`config.mk`:
```
export PLATFORM = sky130hd
export DESIGN_NAME = apb_fabric_timer
export DESIGN_NICKNAME = d
export VERILOG_FILES = /design/src/rtl/apb_fabric_timer.sv
export SDC_FILE = /design/constraint.sdc
export NUM_CORES = 1
export LEC_CHECK = 0
export CAP_MARGIN = 25
export CORE_ASPECT_RATIO = 1.5
export CORE_MARGIN = 2
export CORE_UTILIZATION = 50
export CTS_CLUSTER_SIZE = 24
export DETAILED_ROUTE_END_ITERATION = 10
export MAX_ROUTING_LAYER = met4
export PLACE_DENSITY = 0.77
export REMOVE_ABC_BUFFERS = 1
export SYNTH_ARGS = -nofsm -noshare
export SYNTH_HDL_FRONTEND = slang
export SYNTH_SLANG_ARGS = --single-unit
```
`constraint.sdc`:
```
create_clock -name PCLK -period 2.4 [get_ports PCLK]
set_input_delay 0.48 -clock PCLK [delete_from_list [all_inputs] [get_ports PCLK]]
set_output_delay 0.48 -clock PCLK [all_outputs]
set_load 0.02 [all_outputs]
```
`src/rtl/apb_fabric_timer.sv`:
```
// ---------------------------------------------------------------------------
// apb_fabric_timer
// APB3 slave timer sitting behind the MSS APB master in the FPGA fabric.
// A prescaled down-counter runs in one-shot or periodic mode. Its interrupt
// flag, masked by IE and registered, drives the MSS FABINT input.
//
// Ports
//   PCLK     in   fabric clock (MSS FAB_CLK)
//   PRESERN  in   asynchronous active-low reset (MSS M2FRESETn)
//   PSEL     in   APB select
//   PENABLE  in   APB access phase
//   PWRITE   in   1 = write
//   PADDR    in   [7:0] byte address, [4:2] decoded
//   PWDATA   in   [31:0] write data
//   PRDATA   out  [31:0] read data, combinational, 0 while PSEL=0
//   PREADY   out  tied 1 (zero wait states)
//   PSLVERR  out  unmapped access or write to VALUE during the access phase
//   FABINT   out  level-high interrupt (flag & IE, registered)
//
// Register map (PADDR[4:2])
//   0 CTRL  [0] EN  [1] PERIODIC  [2] IE
//   1 LOAD  [WIDTH-1:0]
//   2 VALUE read-only current count
//   3 PRESCALE [PRE_WIDTH-1:0]
//   4 STATUS [0] IRQ flag, write 1 to clear
// ---------------------------------------------------------------------------
module apb_fabric_timer #(
   parameter int WIDTH     = 32,
   parameter int PRE_WIDTH = 16
) (
   input  logic        PCLK,
   input  logic        PRESERN,
   input  logic        PSEL,
   input  logic        PENABLE,
   input  logic        PWRITE,
   input  logic [7:0]  PADDR,
   input  logic [31:0] PWDATA,
   output logic [31:0] PRDATA,
   output logic        PREADY,
   output logic        PSLVERR,
   output logic        FABINT
);

   typedef enum logic {
      ST_IDLE = 1'b0,
      ST_RUN  = 1'b1
   } state_e;

   localparam logic [2:0] ADDR_CTRL   = 3'd0;
   localparam logic [2:0] ADDR_LOAD   = 3'd1;
   localparam logic [2:0] ADDR_VALUE  = 3'd2;
   localparam logic [2:0] ADDR_PRE    = 3'd3;
   localparam logic [2:0] ADDR_STATUS = 3'd4;

   localparam logic [WIDTH-1:0]     ONE_W = {{(WIDTH-1){1'b0}}, 1'b1};
   localparam logic [PRE_WIDTH-1:0] ONE_P = {{(PRE_WIDTH-1){1'b0}}, 1'b1};

   state_e               state_q,  state_d;
   logic                 per_q,    per_d;
   logic                 ie_q,     ie_d;
   logic [WIDTH-1:0]     load_q,   load_d;
   logic [WIDTH-1:0]     value_q,  value_d;
   logic [PRE_WIDTH-1:0] pre_q,    pre_d;
   logic [PRE_WIDTH-1:0] pcnt_q,   pcnt_d;
   logic                 flag_q,   flag_d;
   logic                 fabint_q, fabint_d;

   logic [2:0] addr_s;
   logic       access_s;
   logic       err_s;
   logic       wr_s;
   logic       ctrl_wr_s;
   logic       status_wr_s;
   logic       tick_s;
   logic       set_s;
   logic       unused_s;

   assign addr_s   = PADDR[4:2];
   assign access_s = PSEL & PENABLE;
   // An errored write must not touch any register, so it is removed from wr_s.
   assign err_s    = access_s & ((addr_s > ADDR_STATUS) | (PWRITE & (addr_s == ADDR_VALUE)));
   assign wr_s     = access_s & PWRITE & ~err_s;
   assign ctrl_wr_s   = wr_s & (addr_s == ADDR_CTRL);
   assign status_wr_s = wr_s & (addr_s == ADDR_STATUS);
   // pcnt may sit above a freshly lowered PRESCALE; it then wraps without a tick.
   assign tick_s   = (state_q == ST_RUN) & (pcnt_q == pre_q);

   assign PREADY   = 1'b1;
   assign PSLVERR  = err_s;
   assign FABINT   = fabint_q;
   assign unused_s = ^{PADDR[7:5], PADDR[1:0], PWDATA};

   // Next-state logic: run/idle control, prescaler, counter, flag and register writes.
   always_comb begin
      state_d  = state_q;
      per_d    = per_q;
      ie_d     = ie_q;
      load_d   = load_q;
      value_d  = value_q;
      pre_d    = pre_q;
      pcnt_d   = pcnt_q;
      flag_d   = flag_q;
      set_s    = 1'b0;
      fabint_d = flag_q & ie_q;

      case (state_q)
         ST_IDLE: begin
            if (ctrl_wr_s && PWDATA[0]) begin
               state_d = ST_RUN;
               value_d = load_q;
               pcnt_d  = {PRE_WIDTH{1'b0}};
            end else begin
               state_d = ST_IDLE;
            end
         end
         ST_RUN: begin
            if (ctrl_wr_s && !PWDATA[0]) begin
               // Stopping freezes VALUE and pcnt where they are.
               state_d = ST_IDLE;
            end else if (tick_s) begin
               pcnt_d = {PRE_WIDTH{1'b0}};
               if (value_q != {WIDTH{1'b0}}) begin
                  value_d = value_q - ONE_W;
               end else begin
                  set_s = 1'b1;
                  if (per_q) begin
                     value_d = load_q;
                  end else begin
                     state_d = ST_IDLE;
                  end
               end
            end else begin
               pcnt_d = pcnt_q + ONE_P;
            end
         end
         default: begin
            state_d = ST_IDLE;
         end
      endcase

      if (ctrl_wr_s) begin
         per_d = PWDATA[1];
         ie_d  = PWDATA[2];
      end else begin
         per_d = per_q;
         ie_d  = ie_q;
      end

      if (wr_s && (addr_s == ADDR_LOAD)) begin
         load_d = PWDATA[WIDTH-1:0];
      end else begin
         load_d = load_q;
      end

      if (wr_s && (addr_s == ADDR_PRE)) begin
         pre_d = PWDATA[PRE_WIDTH-1:0];
      end else begin
         pre_d = pre_q;
      end

      // A set in the same cycle as a write-1-clear wins.
      if (set_s) begin
         flag_d = 1'b1;
      end else if (status_wr_s && PWDATA[0]) begin
         flag_d = 1'b0;
      end else begin
         flag_d = flag_q;
      end
   end

   // State and register storage.
   always_ff @(posedge PCLK or negedge PRESERN) begin
      if (!PRESERN) begin
         state_q  <= ST_IDLE;
         per_q    <= 1'b0;
         ie_q     <= 1'b0;
         load_q   <= {WIDTH{1'b0}};
         value_q  <= {WIDTH{1'b0}};
         pre_q    <= {PRE_WIDTH{1'b0}};
         pcnt_q   <= {PRE_WIDTH{1'b0}};
         flag_q   <= 1'b0;
         fabint_q <= 1'b0;
      end else begin
         state_q  <= state_d;
         per_q    <= per_d;
         ie_q     <= ie_d;
         load_q   <= load_d;
         value_q  <= value_d;
         pre_q    <= pre_d;
         pcnt_q   <= pcnt_d;
         flag_q   <= flag_d;
         fabint_q <= fabint_d;
      end
   end

   // Read mux; returns 0 outside a selected transfer and for unmapped addresses.
   always_comb begin
      PRDATA = 32'h0000_0000;
      if (PSEL) begin
         case (addr_s)
            ADDR_CTRL:   PRDATA = {29'd0, ie_q, per_q, (state_q == ST_RUN)};
            ADDR_LOAD:   PRDATA = 32'(load_q);
            ADDR_VALUE:  PRDATA = 32'(value_q);
            ADDR_PRE:    PRDATA = 32'(pre_q);
            ADDR_STATUS: PRDATA = {31'd0, flag_q};
            default:     PRDATA = 32'h0000_0000;
         endcase
      end else begin
         PRDATA = 32'h0000_0000;
      end
   end

endmodule

```
Word level (Yosys, flattened, before mapping)
Cells that the tools add are included.
{ "classes": {"n_addsub": 2, "n_lt_le_gt_ge": 1, "eq_ne": 9, "muxes": 24, "bitwise_logic": 12, "reduce_logical": 11} }
{ "ops": {"columns": ["cell", "count"], "rows": [
  ["two-way mux 32 bit", 6],
  ["case mux 32 bit (5 select lines)", 1],
  ["case mux 32 bit (2 select lines)", 1],
  ["two-way mux 16 bit", 3],
  ["case mux 16 bit (2 select lines)", 1],
  ["nonzero test 32 bit", 1],
  ["subtractor 32 x 1 -> 32 bit (second input constant)", 1],
  ["adder 16 x 1 -> 16 bit (second input constant)", 1],
  ["equality test 16 bit", 1],
  ["two-way mux 1 bit", 11],
  ["AND 1 bit", 9],
  ["equality test 3 x 2 -> 1 bit (second input constant)", 2],
  ["logical AND 1 bit", 5],
  ["inequality test 2 bit (second input constant)", 2],
  ["AND reduction 4 bit", 1],
  ["equality test 3 x 1 -> 1 bit (second input constant)", 1],
  ["equality test 3 bit (second input constant)", 1],
  ["greater-than comparator 3 bit (second input constant)", 1],
  ["zero test 3 bit", 1],
  ["inequality test 3 x 1 -> 1 bit (second input constant)", 1],
  ["inequality test 2 x 1 -> 1 bit (second input constant)", 1],
  ["NOT 1 bit", 2],
  ["case mux 1 bit (2 select lines)", 1],
  ["AND reduction 2 bit", 1],
  ["3 further kinds", 3]
]} }
{ "totals": {"reg_bits": 101, "out_inout_bits": 35} }

Longest topological paths before layout
Gate-level depths: netlist of run 1.
{ "logic_depth": {"word_depth": 11, "depth_mapped": 10, "ltp_nobuf": 8} }

Worst setup path before layout of run 1
Ideal clock, no wire load.
{ "synth_timing": {"path_kind": "register -> register", "from": "register value_q[0]", "to": "register value_q[30]", "arrival_ns": 2.393, "required_ns": 2.321, "setup_slack_ns": -0.073, "path_stages_with_launch": 9, "cell_sequence": "dfrtp_1 > inv_1 > ha_1 > nor3b_1 > nand4_4 > or4_4 > or3_1 > a21oi_1 > a2bb2oi_1"} }
{ "synth_via": {"elab_chain_len": 5} }
{ "synth_rtl": {"columns": ["item", "line_no", "rtl"], "rows": [
  ["from (decl)", "62", "logic [WIDTH-1:0] value_q, value_d;"],
  ["from (signal assigned)", "178", "value_q <= {WIDTH{1'b0}};"],
  ["from (signal assigned)", "188", "value_q <= value_d;"],
  ["subtractor 32 x 1 -> 32 bit or nonzero test 32 bit (tied branches)", "123, 122", null],
  ["two-way mux 32 bit", "122", "if (value_q != {WIDTH{1'b0}}) begin"],
  ["two-way mux 32 bit", "120", "end else if (tick_s) begin"],
  ["two-way mux 32 bit", "117", "if (ctrl_wr_s && !PWDATA[0]) begin"],
  ["case mux 32 bit (2 select lines)", "106", "case (state_q)"]
]} }
Several ways; a longest one is shown, not always the timed one. The select of a mux whose other input is x is not followed.
A chain may end at the register's enable or synchronous reset.

Final worst setup path of run 1
Ends and elaborated chain as after synthesis.

==> run_results.csv, run 1 <==
group,metric,value,unit
clocking,clkTransAtPathRegs,0.07,ns
detailed_routing,viasPerCell,5.905,
detailed_routing,wirelength,16140,um
place,portBuffers,73,
flow_run,drv_cap,0,
timing,rsz0062_at_grt,"yes",
synth,synth_ff_type,"dfrtp_1",
power,pwr-share-comb,0.383,
detailed_routing,firstDrtPassIters,7,
detailed_routing,detail_route.wl_per_cell,18.21,um
layout,finalNetCount,779,
place,post_dp_cell_area,7127,um^2
synth,synth_xor_area_frac,0.04397,
setup_path,worstPathMaxFanout,3,
timing,slew_violations,0,
floorplan,rows,48,
synth,synth_edf_count,0,
synth,synthAdderAreaFrac,0.006498,
setup_path,crit_arrival,2.64,ns
clocking,htreeDepth,3,
worst_hold_path,hold_path_class,"in -> async",
clocking,cts.path.max_buffers,2,
detailed_routing,wl_met2,8643,um
synth,avgSynthCellArea,9.470,um^2
power,p_total,0.006841,W
floorplan,die_h,135.6,um
floorplan,dieArea,12450,um^2
layout,final_cell_mix,"100 x dfrtp_1, 91 x nor2_1, 66 x buf_4, 51 x mux2_2, 49 x a21oi_1",
timing,period_share,0.9840,
timing,tns,0,ns
timing,skew,0.006159,ns
synth,synth-simple-area-share,0.1932,
clocking,insertion_delay,0.35,ns
setup_path,crit_type,"reg -> reg",
detailed_routing,ant_nets,0,
synth,yosysUniqueCellTypes,60,
setup_path,r2r-start,"value_q[0]",
setup_path,critPathLaunch,"value_q[0]",
synth,muxShareOfSynthArea,0.1332,
detailed_routing,drc,0,
floorplan,fp.coreArea,11410,um^2
synth,synth_top_family_by_area,"simple AND/OR/NAND/NOR gates",
global_routing,grt_pass1_vias,5245,
power,power-per-cell-area,893.9,nW/um^2
global_routing,grt_pass1_wl,25700,um
synth,ys_seq_elements,101,
setup_path,required,2.68,ns
floorplan,top_level_ports,80,
setup_path,end_kind,"flip-flop",
power,p_int,0.004286,W
layout,num_antenna_cells,0,
synth,synth_compound_area_frac,0.1488,
timing,setup_viol_count_final,0,
place,place_inst,861,
timing,fin_crit,2.362,ns
detailed_routing,dr_wl_met3,683,um
setup_path,worstSetupStartpointType,"flip-flop",
layout,syn_to_final_growth,32.49,%
power,seqPwrFrac,0.390,
place,dp_hpwl,11590,um
detailed_routing,wl_met1,6288,um
layout,postLayoutCellArea,7654,um^2
synth,yosys_warnings,0,
floorplan,initial_core_util,0.5062,
global_routing,grt_max_degree,62,
clocking,cts_tree,"done",
global_routing,grt-ovfl-total,0,
detailed_routing,top_layer,"met4",
outcome,status,"completed",
layout,final_util,0.6707,
power,ir_drop,0.0004267,V
synth,ys_seq_area_frac,0.4375,
layout,instances_no_fill,886,
power,leakagePower,3.240,nW
global_routing,track_usage,0.2664,
clocking,numCtsBuffers,9,
clocking,root_buffer,"clkbuf_16",
power,p_sw,0.002556,W
clocking,clock_sinks,101,
layout,drive_above_1_share,0.2731,
synth,async_flop_share,1.000,
layout,fill_cells,876,
detailed_routing,initialDrtViolationCount,372,
power,power.share.clock,0.227,
floorplan,die_width,91.77,um
detailed_routing,num_vias,5232,
timing,max_freq,423.4,MHz
layout,final_common_cell,"dfrtp_1",
synth,syn_area,5777,um^2
power,sw_frac_of_total,0.3736,
timing,hold_viol,0,
global_routing,antenna_found_initial,0,
synth,netlist_instances,610,
place,routabilityCongestion,0.9822,
-- metal layers --
metal	global-route usage	vias up
met5	-	-
met4	0.1078	0
met3	0.03228	39
met2	0.4775	185
met1	0.3009	2560
li1	-	2448
-- cell families after synthesis --
family / Yosys count
AND/OR/NAND/NOR: 217
AO/OA/AOI/OAI: 142
flip-flops: 101
multiplexers: 68
buffers and inverters: 49
XOR/XNOR: 29
adder cells (fa/ha/maj): 3
other: 1
-- path summary, 6_finish.rpt --
| check | end | slack (ns) | cells past startpoint |
|---|---|---|---|
| worst max-delay path | value_q[30] | 0.04 | 10 |
| worst min-delay path | load_q[23] | 0.007 | 1 |
| worst max register to register | value_q[30] | 0.04 | 10 |
| worst min register to register | FABINT | 0.53 | 1 |
| max in group asynchronous | value_q[6] | 1.75 | 2 |
| min in group PCLK | FABINT | 0.53 | 1 |
-- power groups by stage --
| stage | registers (W) | clock network, W | logic, W |
|---|---|---|---|
| floorplan | 0.00256 | 0 | 0.00137 |
| global placement | 0.00263 | 0 | 0.00237 |
| detailed placement | 0.00266 | 0 | 0.00245 |
| CTS | 0.00263 | 0.00157 | 0.00247 |
| global route | 0.00272 | 0.00164 | 0.00285 |
| finish | 0.00267 | 0.00155 | 0.00262 |
-- per-stage QoR --
stage	setup WS (ns)	hold slack [ns]
detailed placement	-0.5704	0.3913
global route	-0.04583	0.02083
finish	0.03833	0.006851
CTS	0.004386	0.01694
global placement	-0.5087	0.3840
floorplan	-1.452	0.1844
-- state kept, by name, indices dropped and copies added, names as in the netlist --
name     count
state_q      1
ie_q         1
pcnt_q      16
pre_q       16
per_q        1
value_q     32
FABINT       1
flag_q       1
load_q      32
-- timing repair --
action | CTS | global route
buffers inserted | 2 | 6
hold buffers | 0 | 0
endpoints found under the setup margin | 57 | 46
gates cloned | 0 | 1
pin swaps | 0 | 2
gates resized for setup | 81 | 25
-- critical path: stages (launching register included) --
cell and delay, ns:
dfrtp_1 0.40, inv_1 0.09, buf_4 0.12, ha_1 0.17
nor3b_2 0.16, buf_4 0.14, nand4_4 0.10, or4_4 0.44
or3_4 0.37, a21oi_2 0.16, a2bb2oi_2 0.13
-- cell usage after synthesis, types with 2 or more instances --
library cell	n	area, um^2
buf_1	2	7.510
and3_1	5	31.28
or4_4	2	22.52
xnor2_1	18	157.7
clkbuf_1	27	101.4
xor2_1	11	96.34
nor4_1	15	93.84
a22oi_1	17	127.6
mux4_2	2	45.04
nor3b_1	2	15.01
dfrtp_1	101	2527
buf_2	11	55.05
nand4b_1	2	17.52
mux2i_1	15	150.1
or3_1	4	25.02
nor3_1	18	90.09
nand4_1	7	43.79
or2_2	3	18.77
a21oi_1	52	260.3
inv_1	7	26.28
or4_1	4	30.03
o21ai_0	40	200.2
nor2_1	91	341.6
a211oi_1	3	22.52
o22ai_1	4	25.02
o2bb2ai_1	10	87.58
nand2b_1	3	18.77
ha_1	3	37.54
nor2b_1	3	18.77
nand2_1	21	78.83
mux2_2	51	574.3
nor4_4	2	42.54
nand3_1	21	105.1
a31oi_1	2	12.51
o22a_1	3	26.28
and2_1	4	25.02
-- final cells by class --
| cell class | instances | area (um^2) | share of cell area |
|---|---|---|---|
| multi-input combinational | 460 | 3156 | 0.4123 |
| sequential | 101 | 2529 | 0.3304 |
| timing repair buffer | 152 | 1440 | 0.1882 |
| clock buffer | 9 | 225.2 | 0.02943 |
| tap | 150 | 187.7 | 0.02452 |
| clock inverter | 7 | 90.09 | 0.01177 |
| inverter | 7 | 26.28 | 0.003433 |
No activity file was read; power rests on OpenSTA's default activity.
==> run 2: changes to the inputs <==
--- a/config.mk
+++ b/config.mk
@@ -7,7 +7,7 @@
 export LEC_CHECK = 0
 export CAP_MARGIN = 25
 export CORE_ASPECT_RATIO = 1.5
-export CORE_MARGIN = 2
+export CORE_MARGIN = 5
 export CORE_UTILIZATION = 50
 export CTS_CLUSTER_SIZE = 24
 export DETAILED_ROUTE_END_ITERATION = 10
@@ -17,3 +17,4 @@
 export SYNTH_ARGS = -nofsm -noshare
 export SYNTH_HDL_FRONTEND = slang
 export SYNTH_SLANG_ARGS = --single-unit
+export TNS_END_PERCENT = 30
==> run 2 against run 1 <==
Combinational power increased by 3%. Fmax rose by 0.13%. Wire length increased by 2.6%. Setup slack better by 0.0031 ns. Count of clock-buffer cells in the layout is the same. Cell count grew 0.34%. Highest routed layer unchanged.
==> run_results.csv, run 2 (synthesis results as in run 1) <==
group,metric,value,unit
clocking,cts.path.max_buffers,2,
timing,slew_violations,0,
layout,finalNetCount,782,
global_routing,grt-ovfl-total,0,
timing,tns,0,ns
timing,hold_viol,0,
setup_path,worstSetupStartpointType,"flip-flop",
detailed_routing,ant_nets,0,
worst_hold_path,hold_path_class,"in -> async",
place,portBuffers,73,
floorplan,top_level_ports,80,
global_routing,track_usage,0.2467,
setup_path,worstRegToRegCells,7,
detailed_routing,firstDrtPassIters,5,
setup_path,cp_slowest_cell,"or4_4",
setup_path,crit_arrival,2.59,ns
timing,max_freq,424.0,MHz
setup_path,cp_slowest_stage_delay,0.60,ns
setup_path,end_kind,"flip-flop",
layout,num_antenna_cells,0,
timing,fin_crit,2.359,ns
power,p_total,0.006995,W
global_routing,grt_max_degree,45,
layout,reg_top3,"load_q (32), value_q (32)",
global_routing,grt_pass1_vias,5389,
floorplan,die_width,97.77,um
clocking,numCtsBuffers,9,
setup_path,required,2.63,ns
layout,final_cell_mix,"100 x dfrtp_1, 90 x nor2_1, 67 x buf_4, 51 x mux2_2, 50 x a21oi_1",
place,dp_hpwl,11880,um
detailed_routing,drc,0,
setup_path,worst-path-buf-inv,1,
detailed_routing,initialDrtViolationCount,371,
floorplan,initial_core_util,0.5062,
detailed_routing,wirelength,16550,um
setup_path,critical_path_depth,7,
timing,skew,0.005608,ns
timing,setup_viol_count_final,0,
clocking,cts.hold.buffers_added,0,
detailed_routing,viasPerCell,5.973,
layout,fill_cells,877,
floorplan,fp.coreArea,11410,um^2
global_routing,antenna_found_initial,0,
timing,max_slew_margin,0.5528,
timing,hold_slack,0.1053,ns
power,leakagePower,3.273,nW
clocking,htreeDepth,3,
outcome,status,"completed",
layout,regArea,2529,um^2
clocking,root_buffer,"clkbuf_16",
timing,worst_pin_slew,0.6647,ns
flow_run,drv_cap,0,
layout,multiInputGateArea,3168,um^2
floorplan,die_h,141.6,um
setup_path,cp_cell_sequence,"nor4_4, nand4_1, or4_4, and3_4, buf_12, a21oi_2, a21oi_1",
timing,rsz0062_at_grt,"yes",
floorplan,rows,48,
power,ir_drop,0.0005009,V
setup_path,crit_type,"reg -> reg",
clocking,cts_tree,"done",
power,power-per-cell-area,908.0,nW/um^2
setup_path,worstPathMaxFanout,22,
layout,final_common_cell,"dfrtp_1",
global_routing,grt_pass1_wl,26970,um
layout,final_util,0.6751,
place,routabilityCongestion,0.9317,
clocking,clkTransAtPathRegs,0.07,ns
clocking,insertion_delay,0.35,ns
clocking,clock_sinks,101,
detailed_routing,detail_route.wl_per_cell,18.62,um
floorplan,dieArea,13850,um^2
timing,period_share,0.9828,
layout,instances_no_fill,889,
setup_path,critPathTopFamily,"simple AND/OR/NAND/NOR gates",
detailed_routing,num_vias,5310,
layout,syn_to_final_growth,33.36,%
place,place_inst,862,
layout,drive_above_1_share,0.2828,
## run 2: worst paths after layout
| path | slack [ns] | start | end |
|---|---|---|---|
| worst min-delay path | 0.11 | PRESERN | load_q[23] |
| min in group PCLK | 0.54 | ie_q | FABINT |
| worst max-delay path | 0.04 | value_q[6] | value_q[8] |
| worst max register to register | 0.04 | value_q[6] | value_q[8] |
| max in group asynchronous | 1.67 | PRESERN | load_q[2] |
| worst min register to register | 0.54 | ie_q | FABINT |
## run 2: per-layer routing
metal  vias up  wire, um  GRT usage
met5         -         0          -
li1       2453         -          -
met3        49       702    0.03837
met2       192      8986     0.4290
met1      2616      6316     0.2792
met4         0       548     0.1131
## run 2: layout make-up
type / count / share of cell area
Tap cell: 150 / 0.02436
Clock buffer: 9 / 0.02924
Multi-Input combinational cell: 460 / 0.4112
Inverter: 7 / 0.003411
Timing Repair Buffer: 155 / 0.1900
Sequential cell: 101 / 0.3282
Clock inverter: 7 / 0.01348
## run 2: worst reg2reg max path: cells and delay by family, from the launching register on
kind                   cells  cell delay (ns)
buffers and inverters      1             0.15
AND/OR/NAND/NOR            4             1.42
AO/OA/AOI/OAI              2             0.21
flip-flops                 1             0.45
## run 2: power breakdown
group / internal (W) / switching [W]
combinational: 0.00136 / 0.00135
clock: 0.000932 / 0.000691
sequential: 0.00214 / 0.000524
## run 2: stage by stage
stage | instance area [um^2] | setup slack [ns]
finish | 7704 | 0.04139
floorplan | 5594 | -1.452
global placement | 7134 | -0.5126
detailed placement | 7134 | -0.6050
CTS | 7555 | -0.001161
global route | 7704 | -0.05013
## run 2: timing repair
item / in CTS / in global routing
resized for setup: 84 / 37
setup endpoints to repair: 71 / 68
gates cloned: 0 / 2
pin swaps: 0 / 3
setup buffers: 5 / 4
==> run 3: changes to the inputs <==
--- a/config.mk
+++ b/config.mk
@@ -14,6 +14,7 @@
 export MAX_ROUTING_LAYER = met4
 export PLACE_DENSITY = 0.77
 export REMOVE_ABC_BUFFERS = 1
+export SETUP_SLACK_MARGIN = 0.2
 export SYNTH_ARGS = -nofsm -noshare
 export SYNTH_HDL_FRONTEND = slang
 export SYNTH_SLANG_ARGS = --single-unit
==> run 3 against run 2 <==
The run now ends with setup timing left. Wire length grew 8.9%. Clock skew grew 0.0022 ns. Global-route usage grew 0.47 points. Fmax shrank 3.4%. Core utilization grew 1.3 points. Setup slack lost 0.082 ns. Clock power is essentially flat. Largest power group unchanged. Highest routed layer unchanged.
==> run_results.csv, run 3 (synthesis results as in run 1) <==
group,metric,value,unit
timing,rsz0062_at_grt,"yes",
power,p_int,0.004520,W
setup_path,required,2.62,ns
setup_path,worstSetupStartpointType,"flip-flop",
setup_path,r2r-start,"value_q[10]",
clocking,htreeDepth,3,
layout,drive_above_1_share,0.3329,
setup_path,reg2reg_to,"value_q[0]",
clocking,root_buffer,"clkbuf_16",
setup_path,worstPathMaxFanout,22,
setup_path,end_kind,"flip-flop",
timing,worst_slack,-0.04045,ns
timing,fin_crit,2.440,ns
setup_path,r2r_slack,-0.04,ns
setup_path,cp_cell_sequence,"nor4_4, nand4_1, or4_4, and3_1, buf_12, nand3_1, o211ai_1",
floorplan,die_h,141.6,um
floorplan,dieArea,13850,um^2
place,portBuffers,73,
timing,hold_slack,0.1020,ns
flow_run,drv_cap,0,
timing,hold_viol,0,
place,routabilityCongestion,0.9317,
floorplan,die_width,97.77,um
timing,worst_pin_slew,0.5995,ns
clocking,insertion_delay,0.35,ns
layout,reg_top3,"load_q (32), value_q (32)",
timing,tns,-0.1279,ns
clocking,numCtsBuffers,9,
power,power.share.clock,0.223,
floorplan,top_level_ports,80,
setup_path,worstRegToRegCells,7,
floorplan,initial_core_util,0.5062,
power,seqPwrFrac,0.368,
timing,max_slew_margin,0.5967,
timing,setup_viol_count_final,8,
layout,final_common_cell,"dfrtp_1",
detailed_routing,firstDrtPassIters,6,
place,place_inst,862,
clocking,clock_sinks,101,
detailed_routing,drc,0,
detailed_routing,initialDrtViolationCount,457,
clocking,cts_tree,"done",
layout,num_antenna_cells,0,
detailed_routing,num_vias,5451,
floorplan,rows,48,
global_routing,grt_max_degree,45,
global_routing,grt_pass1_vias,5470,
timing,skew,0.007766,ns
worst_hold_path,hold_path_class,"in -> async",
power,p_sw,0.002774,W
power,leakagePower,3.324,nW
setup_path,cp_slowest_stage_delay,0.61,ns
detailed_routing,ant_nets,0,
global_routing,track_usage,0.2514,
layout,instances_no_fill,892,
outcome,violations,"setup timing",
outcome,status,"finished, violations left",
layout,final_cell_mix,"99 x dfrtp_1, 81 x nor2_1, 60 x buf_4, 51 x mux2_2, 47 x a21oi_1",
timing,max_freq,409.8,MHz
power,power-per-cell-area,929.4,nW/um^2
power,ir_drop,0.0005232,V
setup_path,cp_slowest_cell,"or4_4",
setup_path,worstSetupEndpoint,"value_q[0]",
detailed_routing,viasPerCell,6.111,
power,sw_frac_of_total,0.3803,
clocking,cts.path.max_buffers,2,
setup_path,crit_type,"reg -> reg",
floorplan,fp.coreArea,11410,um^2
clocking,cts.hold.buffers_added,0,
detailed_routing,detail_route.wl_per_cell,20.22,um
place,post_dp_cell_area,7134,um^2
detailed_routing,wirelength,18030,um
clocking,clkTransAtPathRegs,0.07,ns
layout,finalNetCount,785,
setup_path,crit_arrival,2.66,ns
global_routing,antenna_found_initial,0,
global_routing,grt_pass1_wl,27350,um
timing,slew_violations,0,
power,pwr-share-comb,0.409,
timing,period_share,1.017,
layout,postLayoutCellArea,7848,um^2
global_routing,grt-ovfl-total,0,
place,dp_hpwl,11880,um
layout,syn_to_final_growth,35.85,%
setup_path,critPathLaunch,"value_q[10]",
[run 3: cell count changes in the layout (fill, tap and decap cells not counted), sizes merged]
| cell | delta |
|---|---|
| clkbuf | +1 |
| buf | +21 |
| dlygate4sd2 | -9 |
| dlymetal6s2s | -2 |
| clkdlybuf4s15 | -8 |
[run 3: critical path: cells and delay by family (launching register included)]
family,cells,cell delay [ns]
flops,1,0.49
simple gates,5,1.54
buf+inv,1,0.17
compound gates,1,0.11
[run 3: final cells by class]
type	instances	area, um^2
Timing Repair Buffer	158	1446
Clock inverter	7	103.9
Tap cell	150	187.7
Inverter	7	26.28
Sequential cell	101	2530
Fill cell	850	3563
Multi-Input combinational cell	460	3328
Clock buffer	9	225.2
[run 3: how the worst min path moves through the flow]
| stage | start | endpoint | slack (ns) | cells after the start |
|---|---|---|---|---|
| after floorplan | PRESERN | FABINT | 0.18 | 0 |
| after global placement | PRESERN | load_q[23] | 0.49 | 1 |
| after detailed placement | PRESERN | load_q[23] | 0.49 | 1 |
| after CTS | PRESERN | load_q[23] | 0.13 | 1 |
| after global routing | PRESERN | load_q[23] | 0.14 | 1 |
| final | PRESERN | load_q[23] | 0.10 | 1 |
[run 3: per-stage QoR]
stage	power [W]	utilization	setup slack, ns
floorplan	0.003927	-	-1.452
global placement	0.005034	0.6252	-0.5126
detailed placement	0.005134	0.6252	-0.6050
CTS	0.006790	0.6602	0.05514
global route	0.007660	0.6877	-0.09570
finish	0.007293	0.6877	-0.04045
[run 3: power by group through the flow]
stage                     clock (W)  sequential (W)  combinational (W)
after floorplan                   0         0.00256            0.00137
after global placement            0         0.00263            0.00240
after detailed placement          0         0.00265            0.00248
after CTS                   0.00164         0.00263            0.00252
after global routing        0.00173         0.00274            0.00320
final                       0.00163         0.00269            0.00298
[run 3: repair_timing]
| action | CTS | global route |
|---|---|---|
| gates cloned | 2 | 5 |
| pin swaps | 2 | 22 |
| endpoints found under the setup margin | 79 | 64 |
| gates resized for setup | 141 | 88 |
| buffers inserted | 0 | 7 |
[run 3: layer usage]
| layer | up-vias | global-route usage | share of wire |
|---|---|---|---|
| li1 | 2462 | - | - |
| met1 | 2682 | 0.2758 | 0.36 |
| met2 | 241 | 0.4402 | 0.54 |
| met3 | 66 | 0.04968 | 0.055 |
| met4 | 0 | 0.1138 | 0.044 |
| met5 | - | - | 0 |
